**config.mk**
```make
export PLATFORM = sky130hd
export DESIGN_NAME = led_recv
export DESIGN_NICKNAME = d
export VERILOG_FILES = /design/src/rtl/led_pkg.sv /design/src/rtl/led_rx_sync_edge.sv /design/src/rtl/led_recv.sv
export SDC_FILE = /design/constraint.sdc
export NUM_CORES = 1
export LEC_CHECK = 0
export ABC_CLOCK_PERIOD_IN_PS = 2100
export CORE_MARGIN = 2
export CORE_UTILIZATION = 50
export DETAILED_ROUTE_END_ITERATION = 6
export PLACE_DENSITY = 0.78
export SLEW_MARGIN = 20
export SYNTH_ARGS = -nofsm -noshare
export SYNTH_HDL_FRONTEND = slang
export SYNTH_SLANG_ARGS = --single-unit
```
**constraint.sdc**
```tcl
create_clock -name clk -period 2.1 [get_ports clk]
set_clock_uncertainty 0.2 [all_clocks]
set_input_delay 0.42 -clock clk [delete_from_list [all_inputs] [get_ports clk]]
set_output_delay 0.42 -clock clk [all_outputs]
set_load 0.01 [all_outputs]
```
**src/rtl/led_pkg.sv**
```systemverilog
// Shared types and constants for the LED link receiver.
package led_pkg;

  typedef enum logic [0:0] {
    IDLE = 1'b0,
    RECV = 1'b1
  } led_rx_state_t;

  localparam logic [31:0] START_WORD = 32'h0000_0000;
  localparam logic [31:0] END_WORD   = 32'hFFFF_FFFF;
  localparam logic [2:0]  LED_HDR    = 3'b111;

  typedef enum logic [1:0] {
    ERR_NONE    = 2'b00,
    ERR_HDR     = 2'b01,
    ERR_TIMEOUT = 2'b10,
    ERR_OVF     = 2'b11
  } led_err_t;

endpackage

```
**src/rtl/led_rx_sync_edge.sv**
```systemverilog
// Brings the async link clock/data into clk and flags each cki rising edge.
// Both lines share the same synchronizer depth so sdi_s lines up with rise.
module led_rx_sync_edge #(
  parameter int SYNC_STAGES = 2
) (
  input  logic clk,
  input  logic rstn,
  input  logic cki,
  input  logic sdi,
  output logic sdi_s,
  output logic rise
);

  logic [SYNC_STAGES-1:0] cki_sync_q;
  logic [SYNC_STAGES-1:0] sdi_sync_q;
  logic                   cki_q;

  always_ff @(posedge clk or negedge rstn) begin
    if (!rstn) begin
      cki_sync_q <= '0;
      sdi_sync_q <= '0;
      cki_q      <= 1'b0;
    end else begin
      cki_sync_q <= {cki_sync_q[SYNC_STAGES-2:0], cki};
      sdi_sync_q <= {sdi_sync_q[SYNC_STAGES-2:0], sdi};
      cki_q      <= cki_sync_q[SYNC_STAGES-1];
    end
  end

  assign rise  = cki_sync_q[SYNC_STAGES-1] & ~cki_q;
  assign sdi_s = sdi_sync_q[SYNC_STAGES-1];

endmodule

```
**src/rtl/led_recv.sv**
```systemverilog
// LED link receiver: aligns on the all-zero start frame, decodes LED frames
// into FIFO writes until the all-ones end frame; outputs are registered (1 clk).
module led_recv
  import led_pkg::*;
#(
  parameter int MAX_LED     = 1024,
  parameter int CNT_W       = $clog2(MAX_LED + 1),
  parameter int TIMEOUT_CNT = 64,
  parameter int SYNC_STAGES = 2
) (
  input  logic             clk,
  input  logic             rstn,
  input  logic             cki,
  input  logic             sdi,
  input  logic             wfull,
  output logic             wr,
  output logic [23:0]      wdata,
  output logic [4:0]       bright,
  output logic             frame_start,
  output logic             frame_done,
  output logic [CNT_W-1:0] led_cnt,
  output logic             busy,
  output logic             err,
  output logic [1:0]       err_code
);

  localparam int               TO_W    = $clog2(TIMEOUT_CNT + 1);
  localparam logic [TO_W-1:0]  TO_MAX  = TO_W'(TIMEOUT_CNT);
  localparam logic [CNT_W-1:0] LED_MAX = CNT_W'(MAX_LED);

  logic sdi_s, rise;

  led_rx_sync_edge #(.SYNC_STAGES(SYNC_STAGES)) u_sync (
    .clk   (clk),
    .rstn  (rstn),
    .cki   (cki),
    .sdi   (sdi),
    .sdi_s (sdi_s),
    .rise  (rise)
  );

  led_rx_state_t    state_q, state_d;
  // Only 31 bits are stored: the 32nd bit of a word is taken live from sdi_s.
  logic [30:0]      sr_q, sr_d;
  logic [4:0]       bit_cnt_q, bit_cnt_d;
  logic [5:0]       zero_run_q, zero_run_d;
  logic [TO_W-1:0]  to_cnt_q, to_cnt_d;
  logic [CNT_W-1:0] led_cnt_q, led_cnt_d;
  logic             wr_q, wr_d;
  logic [23:0]      wdata_q, wdata_d;
  logic [4:0]       bright_q, bright_d;
  logic             frame_start_q, frame_start_d;
  logic             frame_done_q, frame_done_d;
  logic             err_q, err_d;
  logic [1:0]       err_code_q, err_code_d;

  logic [31:0] word;
  logic [5:0]  zero_inc;
  logic        timeout;

  always_comb begin
    state_d       = state_q;
    sr_d          = sr_q;
    bit_cnt_d     = bit_cnt_q;
    zero_run_d    = zero_run_q;
    to_cnt_d      = to_cnt_q;
    led_cnt_d     = led_cnt_q;
    wr_d          = 1'b0;
    wdata_d       = wdata_q;
    bright_d      = bright_q;
    frame_start_d = 1'b0;
    frame_done_d  = 1'b0;
    err_d         = 1'b0;
    err_code_d    = err_code_q;
    word          = {sr_q, sdi_s};
    zero_inc      = zero_run_q + 6'd1;
    timeout       = (to_cnt_q == TO_MAX) && !rise;

    if (rise) begin
      sr_d     = word[30:0];
      to_cnt_d = '0;
    end else if (to_cnt_q != TO_MAX) begin
      to_cnt_d = to_cnt_q + TO_W'(1);
    end

    case (state_q)
      IDLE: begin
        if (rise) begin
          if (sdi_s) begin
            zero_run_d = '0;
          end else if (zero_inc == 6'd32) begin
            state_d       = RECV;
            bit_cnt_d     = '0;
            led_cnt_d     = '0;
            zero_run_d    = '0;
            frame_start_d = 1'b1;
          end else begin
            zero_run_d = zero_inc;
          end
        end else if (timeout) begin
          zero_run_d = '0;
        end
      end
      RECV: begin
        if (rise) begin
          bit_cnt_d = bit_cnt_q + 5'd1;
          if (bit_cnt_q == 5'd31) begin
            // End word is tested before the header so all-ones never becomes LED data.
            if (word == START_WORD) begin
              state_d = RECV;
            end else if (word == END_WORD) begin
              frame_done_d = 1'b1;
              state_d      = IDLE;
            end else if (word[31:29] == LED_HDR) begin
              if (!wfull && (led_cnt_q < LED_MAX)) begin
                wr_d      = 1'b1;
                wdata_d   = word[23:0];
                bright_d  = word[28:24];
                led_cnt_d = led_cnt_q + CNT_W'(1);
              end else begin
                err_d      = 1'b1;
                err_code_d = ERR_OVF;
              end
            end else begin
              err_d      = 1'b1;
              err_code_d = ERR_HDR;
              state_d    = IDLE;
            end
          end
        end else if (timeout) begin
          err_d      = 1'b1;
          err_code_d = ERR_TIMEOUT;
          bit_cnt_d  = '0;
          state_d    = IDLE;
        end
      end
      default: state_d = IDLE;
    endcase
  end

  always_ff @(posedge clk or negedge rstn) begin
    if (!rstn) begin
      state_q       <= IDLE;
      sr_q          <= '0;
      bit_cnt_q     <= '0;
      zero_run_q    <= '0;
      to_cnt_q      <= '0;
      led_cnt_q     <= '0;
      wr_q          <= 1'b0;
      wdata_q       <= '0;
      bright_q      <= '0;
      frame_start_q <= 1'b0;
      frame_done_q  <= 1'b0;
      err_q         <= 1'b0;
      err_code_q    <= '0;
    end else begin
      state_q       <= state_d;
      sr_q          <= sr_d;
      bit_cnt_q     <= bit_cnt_d;
      zero_run_q    <= zero_run_d;
      to_cnt_q      <= to_cnt_d;
      led_cnt_q     <= led_cnt_d;
      wr_q          <= wr_d;
      wdata_q       <= wdata_d;
      bright_q      <= bright_d;
      frame_start_q <= frame_start_d;
      frame_done_q  <= frame_done_d;
      err_q         <= err_d;
      err_code_q    <= err_code_d;
    end
  end

  assign wr          = wr_q;
  assign wdata       = wdata_q;
  assign bright      = bright_q;
  assign frame_start = frame_start_q;
  assign frame_done  = frame_done_q;
  assign led_cnt     = led_cnt_q;
  assign busy        = (state_q != IDLE);
  assign err         = err_q;
  assign err_code    = err_code_q;

endmodule

```
; ---- Yosys cells after proc, flatten, opt, wreduce, memory -nomap -nowiden
; Cells that the tools add are included.
; W data, S select, Z words.
[word_totals]
reg_bits = 101
elab_cells = 118
out_inout_bits = 47
[classes]
n_reduce_logical = 12
order_cmp = 1
addsub = 4
muxes = 60
n_eq_ne = 20
n_bitwise = 5
[ops]
columns = op, count
row1 = $mux W11, 9
row2 = $eq A32 B32 Y1 const B, 1
row3 = $logic_not A32 Y1, 1
row4 = $mux W1, 30
row5 = $mux W5, 5
row6 = $mux W6, 4
row7 = $pmux W11 S2, 1
row8 = $ne A2 B2 Y1 const B, 8
row9 = $mux W2, 7
row10 = $mux W7, 2
row11 = $add A11 B1 Y11 const B, 1
row12 = $lt A11 B11 Y1 const B, 1
row13 = $pmux W5 S2, 1
row14 = $reduce_and A9 Y1, 1
row15 = $ne A2 B1 Y1 const B, 4
row16 = $add A7 B1 Y7 const B, 1
row17 = $eq A7 B7 Y1 const B, 1
row18 = $ne A7 B7 Y1 const B, 1
row19 = $reduce_and A7 Y1, 1
row20 = $add A6 B1 Y6 const B, 1
row21 = $eq A6 B6 Y1 const B, 1
row22 = $reduce_and A6 Y1, 1
row23 = $add A5 B1 Y5 const B, 1
row24 = $eq A5 B5 Y1 const B, 1
row25 = 11 further kinds, 17

; ---- Longest topological paths before layout
[depth]
depth_word = 9
mapped_depth = 11
ltp_nobuf = 8

; ---- Cells and area by module
; Synthesis repeated with hierarchy kept, for this count alone.
[hier_totals]
cells_unflattened = 414
area_unflattened_um2 = 4456.8
[modules_own_cells]
columns = mod, cells_each, seq_area_each_um2, area_per_inst_um2, n_inst
row1 = led_recv, 408, 2402.3, 4317.9, 1
row2 = led_rx_sync_edge, 6, 125.1, 138.9, 1

; ---- Worst setup path before layout
; OpenSTA, ideal clock, no wires.
[synth_path]
kind = flip-flop to flip-flop
startpoint = register bit_cnt_q[0]
endpoint = register led_cnt_q[9], in the netlist led_cnt[9]
path_slack_ps = 12
path_buffers = 1
path_stages_with_launch = 10
arrival_ps = 1756
period_less_slack_ps = 2088
required_time_ps = 1768
setup_ps = 132
path_cell_list = dfrtp_1 > ha_1 > and3_1 > ha_1 > nand4_1 > a21o_1 > buf_4 > inv_2 > a21oi_1 > or3b_1
[synth_via]
elab_chain_cells = 3
[synth_rtl]
columns = item, line_no
row1 = from (decl), led_recv.sv:45  ; logic [4:0] bit_cnt_q, bit_cnt_d;
row2 = from (signal assigned), led_recv.sv:159  ; bit_cnt_q <= bit_cnt_d;
row3 = $eq A5 B5 Y1, led_recv.sv:107  ; if (bit_cnt_q == 5'd31) begin
row4 = $ne A2 B1 Y1 (no source line), -
row5 = $reduce_and A9 Y1 (no source line), -
row6 = to (signal assigned), led_recv.sv:162  ; led_cnt_q <= led_cnt_d;
row7 = to (decl), led_recv.sv:48  ; logic [CNT_W-1:0] led_cnt_q, led_cnt_d;
; No other way between the ends.
; A chain may end at the register's enable or synchronous reset.

; ---- Worst setup path in the final report
[layout_path]
startpoint = register zero_run_q[1]
endpoint = register led_cnt_q[9], in the netlist led_cnt[9]
[layout_via]
elab_chain_cells = 4
[layout_rtl]
columns = item, line_no
row1 = from (decl), led_recv.sv:46  ; logic [5:0] zero_run_q, zero_run_d;
row2 = from (signal assigned), led_recv.sv:160  ; zero_run_q <= zero_run_d;
row3 = $add A6 B1 Y6, led_recv.sv:76  ; zero_inc = zero_run_q + 6'd1;
row4 = $eq A6 B6 Y1, led_recv.sv:91  ; end else if (zero_inc == 6'd32) begin
row5 = $ne A2 B2 Y1 (no source line), -
row6 = $reduce_and A9 Y1 (no source line), -
; No other way between the ends.

==> out/qor.csv <==
metric,value,unit
run_status,completed,
syn-num-nets,494,
p_int,2.81,mW
synth-edff-count,0,
tns,0,ps
power_frac_clock,32.7,%
relSlewSlack,67.0,%
switching_share,27.0,%
dieHeight,98.4,um
fmax,481,MHz
p_per_area,655,nW/um2
timing.final.crit_share,99.0,%
hold-path-endpoint,u_sync.cki_sync_q[1]$_DFF_PN0_,
netlist_area,4450,um2
grt_max_degree,35,
cp.required,2150,ps
cts_buffers,9,
dr.pass1.iters,4,
ys_seq_elements,101,
cp.arrival,2130,ps
grt_first_pass_wirelength,17.7,mm
track_usage,22.4,%
die_w,98.4,um
antenna_cells,0,
tightestPinTransition,495,ps
drt-total-wl,10.7,mm
synth_ff_type,dfrtp_1,
placed_area,5420,um2
grt_pass1_vias,3757,
clock-root-buffer,clkbuf_8,
vias,3950,
gp_congestion,0.836,
clk_pin_slew_worst_paths,100,ps
instances_no_fill,699,
power.total,3.84,mW
ys_warn_count,0,
syn_area_per_cell,9.22,um2
design.die.area,9680,um2
ys_async_sr_fraction,100,%
finish.instance_area,5870,um2
cts_tree,yes,
drive_gt1_share,16.8,%
drcViolationCount,0,
r2r_start,zero_run_q[1]$_DFFE_PN0P_,
grt_antenna_before_repair,0,
place_inst,673,
power_switching,1.04,mW
p_comb_share,11.7,%
worstSetupPathType,register to register,
multi_input_area,1890,um2
p_seq_share,55.6,%
rsz0062_at_grt,true,
portBuffers,51,
final_common_cell,nand2_1,
setup_ws,21.0,ps
fill_cells,674,
start_util,51.3,%
final_cell_mix,"nand2_1, dfrtp_1, buf_4, clkdlybuf4s50_1, nand4_1",
end_kind,register,
cap_violations,0,
utilization,67.6,%
hold_slack,162,ps
gr-total-overflow,0,
vdd_ir_drop_max,343,uV
seq_area_frac_synth,56.8,%
period_needed,2080,ps
post_drt_wl_per_cell,15.3,um
io_pins,52,
startpoint_type,register,
slew_viol_final,0,
viasPerCell,5.65,
finalSetupViolCount,0,
syn2layout_area_growth,31.8,%
reg2reg_slack,20,ps
hp-class,register to register,
drt-initial-drc-count,222,
cts_sinks,101,
regArea,2530,um2
ys_types,51,
dp_hpwl,7.24,mm
min_delay_path_depth,0,
worstHoldStart,u_sync.cki_sync_q[0]$_DFF_PN0_,
worstReg2RegEnd,led_cnt[9]$_DFFE_PN0P_,
timing.final.hold_violations,0,
leakage,2.94,nW
place_ws,-102,ps
ant_nets,0,
core.rowCount,34,
syn_inst,483,
reg2reg_depth,7,
clkLatencyLatePin,370,ps
crit_fanout,5,
nets,597,
cts_max_level,3,
core_area,8680,um2
clk_path_buf_depth,2,
==> timing repair <==
action                                  in CTS  in global routing
endpoints found under the setup margin      31                 33
pin swaps                                    2                 12
resized for setup                            6                 26
cloned                                       0                  3
buffers inserted                             2                  4
hold endpoints to repair                    29                  0
hold buffers                                 1                  0
==> power by group through the flow <==
stage / Clock (mW) / Sequential (mW) / Combinational [mW]
5_1_grt: 1.35 / 2.15 / 0.510
2_1_floorplan: 0 / 2.18 / 0.195
3_3_place_gp: 0 / 2.16 / 0.422
6_report: 1.26 / 2.14 / 0.451
3_5_place_dp: 0 / 2.17 / 0.436
4_1_cts: 1.28 / 2.13 / 0.444
==> routing by layer <==
metal	wire (um)	global-route usage, %
met1	4680	29.5
met2	5380	38.1
met3	480	4.22
met4	180	6.43
met5	0	0
==> synthesized netlist by cell type, drive strengths merged, types with 3 or more instances <==
cell type | n | area (um2)
nand2 | 196 | 736
dfrtp | 101 | 2530
buf | 16 | 85.1
nand4 | 16 | 100
o21ai | 16 | 80.1
nor2 | 15 | 56.3
nor4 | 13 | 87.6
nand3 | 11 | 55.1
a31oi | 8 | 50.1
and3 | 8 | 50.1
clkbuf | 7 | 26.3
a21oi | 6 | 30.0
ha | 6 | 75.1
inv | 6 | 22.5
a22o | 4 | 35.0
xnor2 | 4 | 35.0
xor2 | 4 | 35.0
a41o | 3 | 30.0
a41oi | 3 | 26.3
and2 | 3 | 18.8
and4 | 3 | 26.3
==> sequential cells by signal, summed over array words and instances (netlist names) <==
| name | count |
|---|---|
| bit_cnt_q | 5 |
| bright | 5 |
| busy | 1 |
| err | 1 |
| err_code | 2 |
| frame_done | 1 |
| frame_start | 1 |
| led_cnt | 11 |
| sr_q | 31 |
| to_cnt_q | 7 |
| u_sync.cki_q | 1 |
| u_sync.cki_sync_q | 2 |
| u_sync.sdi_sync_q | 2 |
| wdata | 24 |
| wr | 1 |
| zero_run_q | 6 |
==> worst max path at each step <==
stage	start	endpoint	slack (ps)
finish	zero_run_q[1]$_DFFE_PN0P_	led_cnt[9]$_DFFE_PN0P_	20
global placement	wfull	led_cnt[9]$_DFFE_PN0P_	-70
detailed placement	wfull	led_cnt[9]$_DFFE_PN0P_	-100
floorplan	bit_cnt_q[0]$_DFFE_PN0P_	led_cnt[9]$_DFFE_PN0P_	10
global route	zero_run_q[1]$_DFFE_PN0P_	led_cnt[9]$_DFFE_PN0P_	-60
CTS	sr_q[2]$_DFFE_PN0P_	led_cnt[4]$_DFFE_PN0P_	-20
==> cell type report <==
type	count	share of cell area (%)
flip-flops and latches	101	43.1
clock buffers	10	2.17
repair buffers	115	18.6
clock inverters	6	1.17
multi-input cells	353	32.2
inverters	6	0.469
well taps	108	2.30
==> worst max-delay path: stages (launching register included) <==
cell	delay (ps)
dfrtp_1	440
ha_2	250
nand4bb_1	130
o22ai_2	250
o21ai_0	120
buf_4	160
nand3_1	80
or3b_1	340
==> cell families after synthesis <==
logic type               share of synthesized area, %
AND/OR/NAND/NOR                                  27.3
flip-flops                                       56.8
AO/OA/AOI/OAI                                    9.22
buffers and inverters                            3.01
XOR/XNOR                                         1.57
adder cells (fa/ha/maj)                          1.69
multiplexers                                    0.450
Note: power is estimated with default switching activity, not from simulation.
